--- config.mk ---
export PLATFORM = sky130hd
export DESIGN_NAME = fetch_ctrl
export DESIGN_NICKNAME = d
export VERILOG_FILES = /design/src/rtl/fetch_ctrl.sv
export SDC_FILE = /design/constraint.sdc
export NUM_CORES = 1
export LEC_CHECK = 0
export CAP_MARGIN = 20
export CORE_MARGIN = 2
export CORE_UTILIZATION = 54
export CTS_BUF_LIST = sky130_fd_sc_hd__clkbuf_4
export DETAILED_ROUTE_END_ITERATION = 10
export GPL_TIMING_DRIVEN = 0
export PLACE_DENSITY = 0.8
export SETUP_SLACK_MARGIN = 0.2
export SYNTH_ARGS = -nofsm -noshare
export SYNTH_HDL_FRONTEND = slang
export SYNTH_SLANG_ARGS = --single-unit
--- constraint.sdc ---
create_clock -name clk -period 2.9 [get_ports clk]
set_input_delay 0.435 -clock clk [delete_from_list [all_inputs] [get_ports clk]]
set_output_delay 0.435 -clock clk [all_outputs]
set_load 0.01 [all_outputs]
--- src/rtl/fetch_ctrl.sv ---
// fetch_ctrl: MIPS instruction-fetch stage with a single outstanding request, a one-entry skid buffer,
// a branch delay slot, flush handling and a misaligned-PC fault.
module fetch_ctrl #(
  parameter logic [31:0] RESET_PC = 32'hBFC0_0000
) (
  input  logic        clk,
  input  logic        rst,
  input  logic        flush,
  input  logic [31:0] flush_pc,
  input  logic        stall,
  input  logic        branch_taken,
  input  logic [31:0] branch_target,
  output logic        imem_req,
  output logic [31:0] imem_addr,
  input  logic        imem_ready,
  input  logic        imem_rvalid,
  input  logic [31:0] imem_rdata,
  output logic        if_valid,
  output logic [31:0] if_pc,
  output logic [31:0] if_instruction,
  output logic        if_addr_error
);
  typedef enum logic [2:0] {FETCH, WAIT, HOLD, DROP, ERR} state_t;
  state_t state_q, state_d;
  logic [31:0] pc_q, pc_d, req_pc_q, req_pc_d, buf_pc_q, buf_pc_d, buf_inst_q, buf_inst_d;
  logic [31:0] redir_target_q, redir_target_d, if_pc_q, if_pc_d, if_inst_q, if_inst_d;
  logic redir_pending_q, redir_pending_d, if_valid_q, if_valid_d, if_err_q, if_err_d;
  logic consume, aligned, outstanding;
  assign consume = if_valid_q && !stall;
  assign aligned = pc_q[1:0] == 2'b00;
  assign imem_req = !rst && state_q == FETCH && aligned;
  assign imem_addr = pc_q;
  // a response is still owed by memory after this edge
  assign outstanding = ((state_q == WAIT || state_q == DROP) && !imem_rvalid) ||
                       (imem_req && imem_ready);
  assign if_valid = if_valid_q;
  assign if_pc = if_pc_q;
  assign if_instruction = if_inst_q;
  assign if_addr_error = if_err_q;
  always_comb begin
    state_d = state_q;
    pc_d = pc_q;
    req_pc_d = req_pc_q;
    buf_pc_d = buf_pc_q;
    buf_inst_d = buf_inst_q;
    redir_pending_d = redir_pending_q;
    redir_target_d = redir_target_q;
    if_valid_d = if_valid_q && !consume;
    if_pc_d = if_pc_q;
    if_inst_d = if_inst_q;
    if_err_d = if_err_q;
    if (flush) begin
      pc_d = flush_pc;
      if_valid_d = 1'b0;
      redir_pending_d = 1'b0;
      buf_pc_d = '0;
      buf_inst_d = '0;
      state_d = outstanding ? DROP : FETCH;
    end else begin
      case (state_q)
        FETCH:
          if (!aligned) begin
            if (!if_valid_q) begin
              if_valid_d = 1'b1;
              if_pc_d = pc_q;
              if_inst_d = '0;
              if_err_d = 1'b1;
              state_d = ERR;
            end
          end else if (imem_ready) begin
            req_pc_d = pc_q;
            pc_d = branch_taken ? branch_target : redir_pending_q ? redir_target_q : pc_q + 32'd4;
            redir_pending_d = 1'b0;
            state_d = WAIT;
          end else if (branch_taken) begin
            redir_pending_d = 1'b1;
            redir_target_d = branch_target;
          end
        WAIT: begin
          pc_d = branch_taken ? branch_target : pc_q;
          if (imem_rvalid && (!if_valid_q || consume)) begin
            if_valid_d = 1'b1;
            if_pc_d = req_pc_q;
            if_inst_d = imem_rdata;
            if_err_d = 1'b0;
            state_d = FETCH;
          end else if (imem_rvalid) begin
            buf_pc_d = req_pc_q;
            buf_inst_d = imem_rdata;
            state_d = HOLD;
          end
        end
        HOLD: begin
          pc_d = branch_taken ? branch_target : pc_q;
          if (consume) begin
            if_valid_d = 1'b1;
            if_pc_d = buf_pc_q;
            if_inst_d = buf_inst_q;
            if_err_d = 1'b0;
            state_d = FETCH;
          end
        end
        DROP: state_d = imem_rvalid ? FETCH : DROP;
        ERR: state_d = ERR;
        default: state_d = FETCH;
      endcase
    end
  end
  always_ff @(posedge clk) begin
    if (rst) begin
      state_q <= FETCH;
      if (outstanding) state_q <= DROP;
      pc_q <= RESET_PC;
      req_pc_q <= '0;
      buf_pc_q <= '0;
      buf_inst_q <= '0;
      redir_pending_q <= 1'b0;
      redir_target_q <= '0;
      if_valid_q <= 1'b0;
      if_pc_q <= '0;
      if_inst_q <= '0;
      if_err_q <= 1'b0;
    end else begin
      state_q <= state_d;
      pc_q <= pc_d;
      req_pc_q <= req_pc_d;
      buf_pc_q <= buf_pc_d;
      buf_inst_q <= buf_inst_d;
      redir_pending_q <= redir_pending_d;
      redir_target_q <= redir_target_d;
      if_valid_q <= if_valid_d;
      if_pc_q <= if_pc_d;
      if_inst_q <= if_inst_d;
      if_err_q <= if_err_d;
    end
  end
endmodule
==> impl_metrics.env <==
export IMPL_status="complete, no violations"
export IMPL_synth_warnings=0
export IMPL_min_period_over_period=0.903
export IMPL_antenna_found_initial=1
export IMPL_synth_top_flop_cell="dfxtp_1"
export IMPL_ys_ff_latch=230
export IMPL_ys_types=63
export IMPL_cts_buffer_depth=3
export IMPL_multi_input_area_um2=5330
export IMPL_grt_pass1_wl_um=59400
export IMPL_final_cells=1983
export IMPL_syn_inst=1406
export IMPL_p_total_mw=13.0
export IMPL_wl_um=38600
export IMPL_fin_nets=1774
export IMPL_numCtsBuffers=59
export IMPL_skew_ns=0.0292
export IMPL_powerDensity_nw_per_um2=948
export IMPL_start_util=0.548
export IMPL_path_buf_inv=0
export IMPL_ios=202
export IMPL_slew_viol_final=0
export IMPL_crit_type="register to register"
export IMPL_fill_cells=1644
export IMPL_clk_latency_ns=0.69
export IMPL_slew_headroom=0.196
export IMPL_endpoint="imem_addr[28]"
export IMPL_avgSynthCellArea_um2=7.53
export IMPL_syn_cell_area_um2=10600
export IMPL_required_ns=3.51
export IMPL_cts_tree="built"
export IMPL_grt_pass1_vias=11100
export IMPL_hold_class="input port to register"
export IMPL_placed_cells=1872
export IMPL_drt_pass1_iterations=6
export IMPL_hpwl_um=27800
export IMPL_die_area_um2=20700
export IMPL_overflow=0
export IMPL_cp_max_fo=8
export IMPL_htree_levels=2
export IMPL_die_y_um=144
export IMPL_p_leak_nw=4.79
export IMPL_critical_path_max_stage_delay_ns=0.58
export IMPL_synth_area_leaders="dfxtp_1 (43%), nand2_1 (13%), a21oi_1 (11%)"
export IMPL_antenna_left=0
export IMPL_yosys_area_top_type="dfxtp_1"
export IMPL_vdd_drop_max_mv=0.591
export IMPL_grt_setup_unrepaired="false"
export IMPL_core_area_um2=19300
export IMPL_finalHoldViolCount=0
export IMPL_path_clk_slew_ns=0.07
export IMPL_finalCriticalPeriod_ns=2.62
export IMPL_route_detailed_drc=0
export IMPL_routed_via_density=5.97
export IMPL_worstSetupStartpoint="imem_addr[3]"
export IMPL_path_delay_family="simple AND/OR/NAND/NOR gates"
export IMPL_grt_usage=0.368
export IMPL_syn_nets=1510
export IMPL_grt_max_degree=16
export IMPL_cp_start_kind="register"
export IMPL_rrSetupSlack_ns=0.28
export IMPL_reg2reg_from="imem_addr[3]"
export IMPL_area_delta_synth_final_pct=29.8
export IMPL_synth_seq_area_share=0.438
export IMPL_drive_gt1_frac=0.103
export IMPL_rr_worst_depth=7
export IMPL_critical_path_slowest_cell="dfxtp_1"
export IMPL_root_buffer="clkbuf_4"
export IMPL_drv_cap=0
export IMPL_final_seq_area_um2=4640
export IMPL_avgRoutedWirePerCell_um=19.5
export IMPL_end_kind="register"
export IMPL_synth_edf_count=3
export IMPL_cp_arrival_ns=3.23
export IMPL_fmax_mhz=382
export IMPL_setup_viol=0
export IMPL_final_cell_mix="nand2_1 (362), a21oi_1 (227), dfxtp_1 (226)"
export IMPL_rows=51
export IMPL_synthArstFlopShare=0
export IMPL_vias=11800
export IMPL_netlist_area_leader_share=0.429
export IMPL_crit_chain="ha_1 > nand4_1 > nor3_4 > nand3_2 > or3_1 > a211o_1 > a31oi_1"
export IMPL_r2r_end="imem_addr[28]"
export IMPL_final_common_cell="nand2_1"
export IMPL_drt_iter0_drc=1143
export IMPL_clock_sinks=230
export IMPL_worst_path_stages=7
export IMPL_die_x_um=144
export IMPL_place_congestion=1.00
export IMPL_io_buffer_count=201
export IMPL_worst_pin_slew_ns=1.20
## kinds of logic (layout without fill, tap and decap cells)
logic type / Yosys count / count (layout) / synth area share
fa+ha+maj: 1 / 1 / 0.00118
flops: 230 / 230 / 0.438
mux: 1 / 1 / 0.000945
xor+xnor: 20 / 20 / 0.0165
simple gates: 575 / 575 / 0.235
other cells: 0 / 1 / 0
compound gates: 433 / 433 / 0.247
buf+inv: 146 / 457 / 0.0614
## cells in the mapped netlist (3+ instances only)
master	number
nand2_1	362
a221oi_1	46
a21oi_1	227
o221ai_1	4
nand2b_1	9
o21ai_0	36
xnor2_1	14
o221a_2	3
nor3_1	47
buf_1	4
buf_2	37
buf_4	11
nor2_1	80
o21bai_1	3
or3_1	9
nor4_1	6
o211ai_1	9
edfxtp_1	3
xor2_1	6
o41ai_1	3
nor3_2	3
a31oi_1	5
or2_2	3
and2_1	5
nand3_1	24
or4_1	3
and3_1	3
o22ai_1	67
dfxtp_1	227
a211oi_1	8
nand4_1	5
o31ai_1	4
clkbuf_1	79
inv_1	11
## per-stage QoR
step	area, um^2	util	setup WS, ns	hold WS (ns)	TNS, ns
final	13700	0.711	0.282	0.333	0
after global routing	13700	0.711	0.201	0.303	0
after CTS	13700	0.709	0.199	0.296	0
after detailed placement	12900	0.669	-0.0658	0.445	-0.301
after global placement	12900	0.669	-0.0328	0.439	-0.0328
after floorplan	10600	-	0.673	0.431	0
## area by class of cell
type	count	share of cell area
Tap cell	265	0.0241
Timing Repair Buffer	203	0.147
Antenna cell	1	0.000182
Clock inverter	20	0.00783
Multi-Input combinational cell	1030	0.388
Buffer	133	0.0442
Sequential cell	230	0.337
Clock buffer	88	0.0480
Inverter	13	0.00355
## power breakdown
group	total (mW)	internal (mW)	switching, mW
clock network	2.83	1.48	1.35
logic	6.02	2.40	3.62
registers	4.18	3.75	0.429
total	13.0	7.63	5.40
## worst min-delay path, stage by stage
cell	delay, ns
clkdlybuf4s50_1	0.40
nand2_1	0.06
o21ai_0	0.06
## registers in the layout, indices dropped and copies added, names as in the netlist
signal           cells
if_valid             1
redir_pending_q      1
if_addr_error        1
imem_addr           32
if_instruction      32
if_pc               32
buf_inst_q          32
req_pc_q            32
state_q              3
buf_pc_q            32
redir_target_q      32
## worst min path at each step
| stage | cells after the start | startpoint | slack, ns | to |
|---|---|---|---|---|
| CTS | 3 | flush_pc[7] | 0.30 | imem_addr[7] |
| floorplan | 2 | redir_target_q[15] | 0.43 | redir_target_q[15] |
| global placement | 2 | redir_target_q[18] | 0.44 | redir_target_q[18] |
| detailed placement | 2 | redir_target_q[15] | 0.44 | redir_target_q[15] |
| global route | 3 | flush_pc[15] | 0.30 | imem_addr[15] |
| finish | 3 | flush_pc[8] | 0.33 | imem_addr[8] |
## what timing repair did
action | CTS | global route
resized for setup | 4 | 16
hold buffers | 0 | 0
setup buffers | 0 | 2
cloned | 0 | 0
endpoints found under the setup margin | 62 | 126
pin swaps | 0 | 1
## per-layer routing
layer,vias to the layer above,track usage,part of all wire
met1,5488,0.488,0.40
li1,5522,-,-
met3,95,0.0742,0.11
met5,-,0,0
met4,0,0.131,0.031
met2,731,0.599,0.46
(Power assumes the default switching activity.)
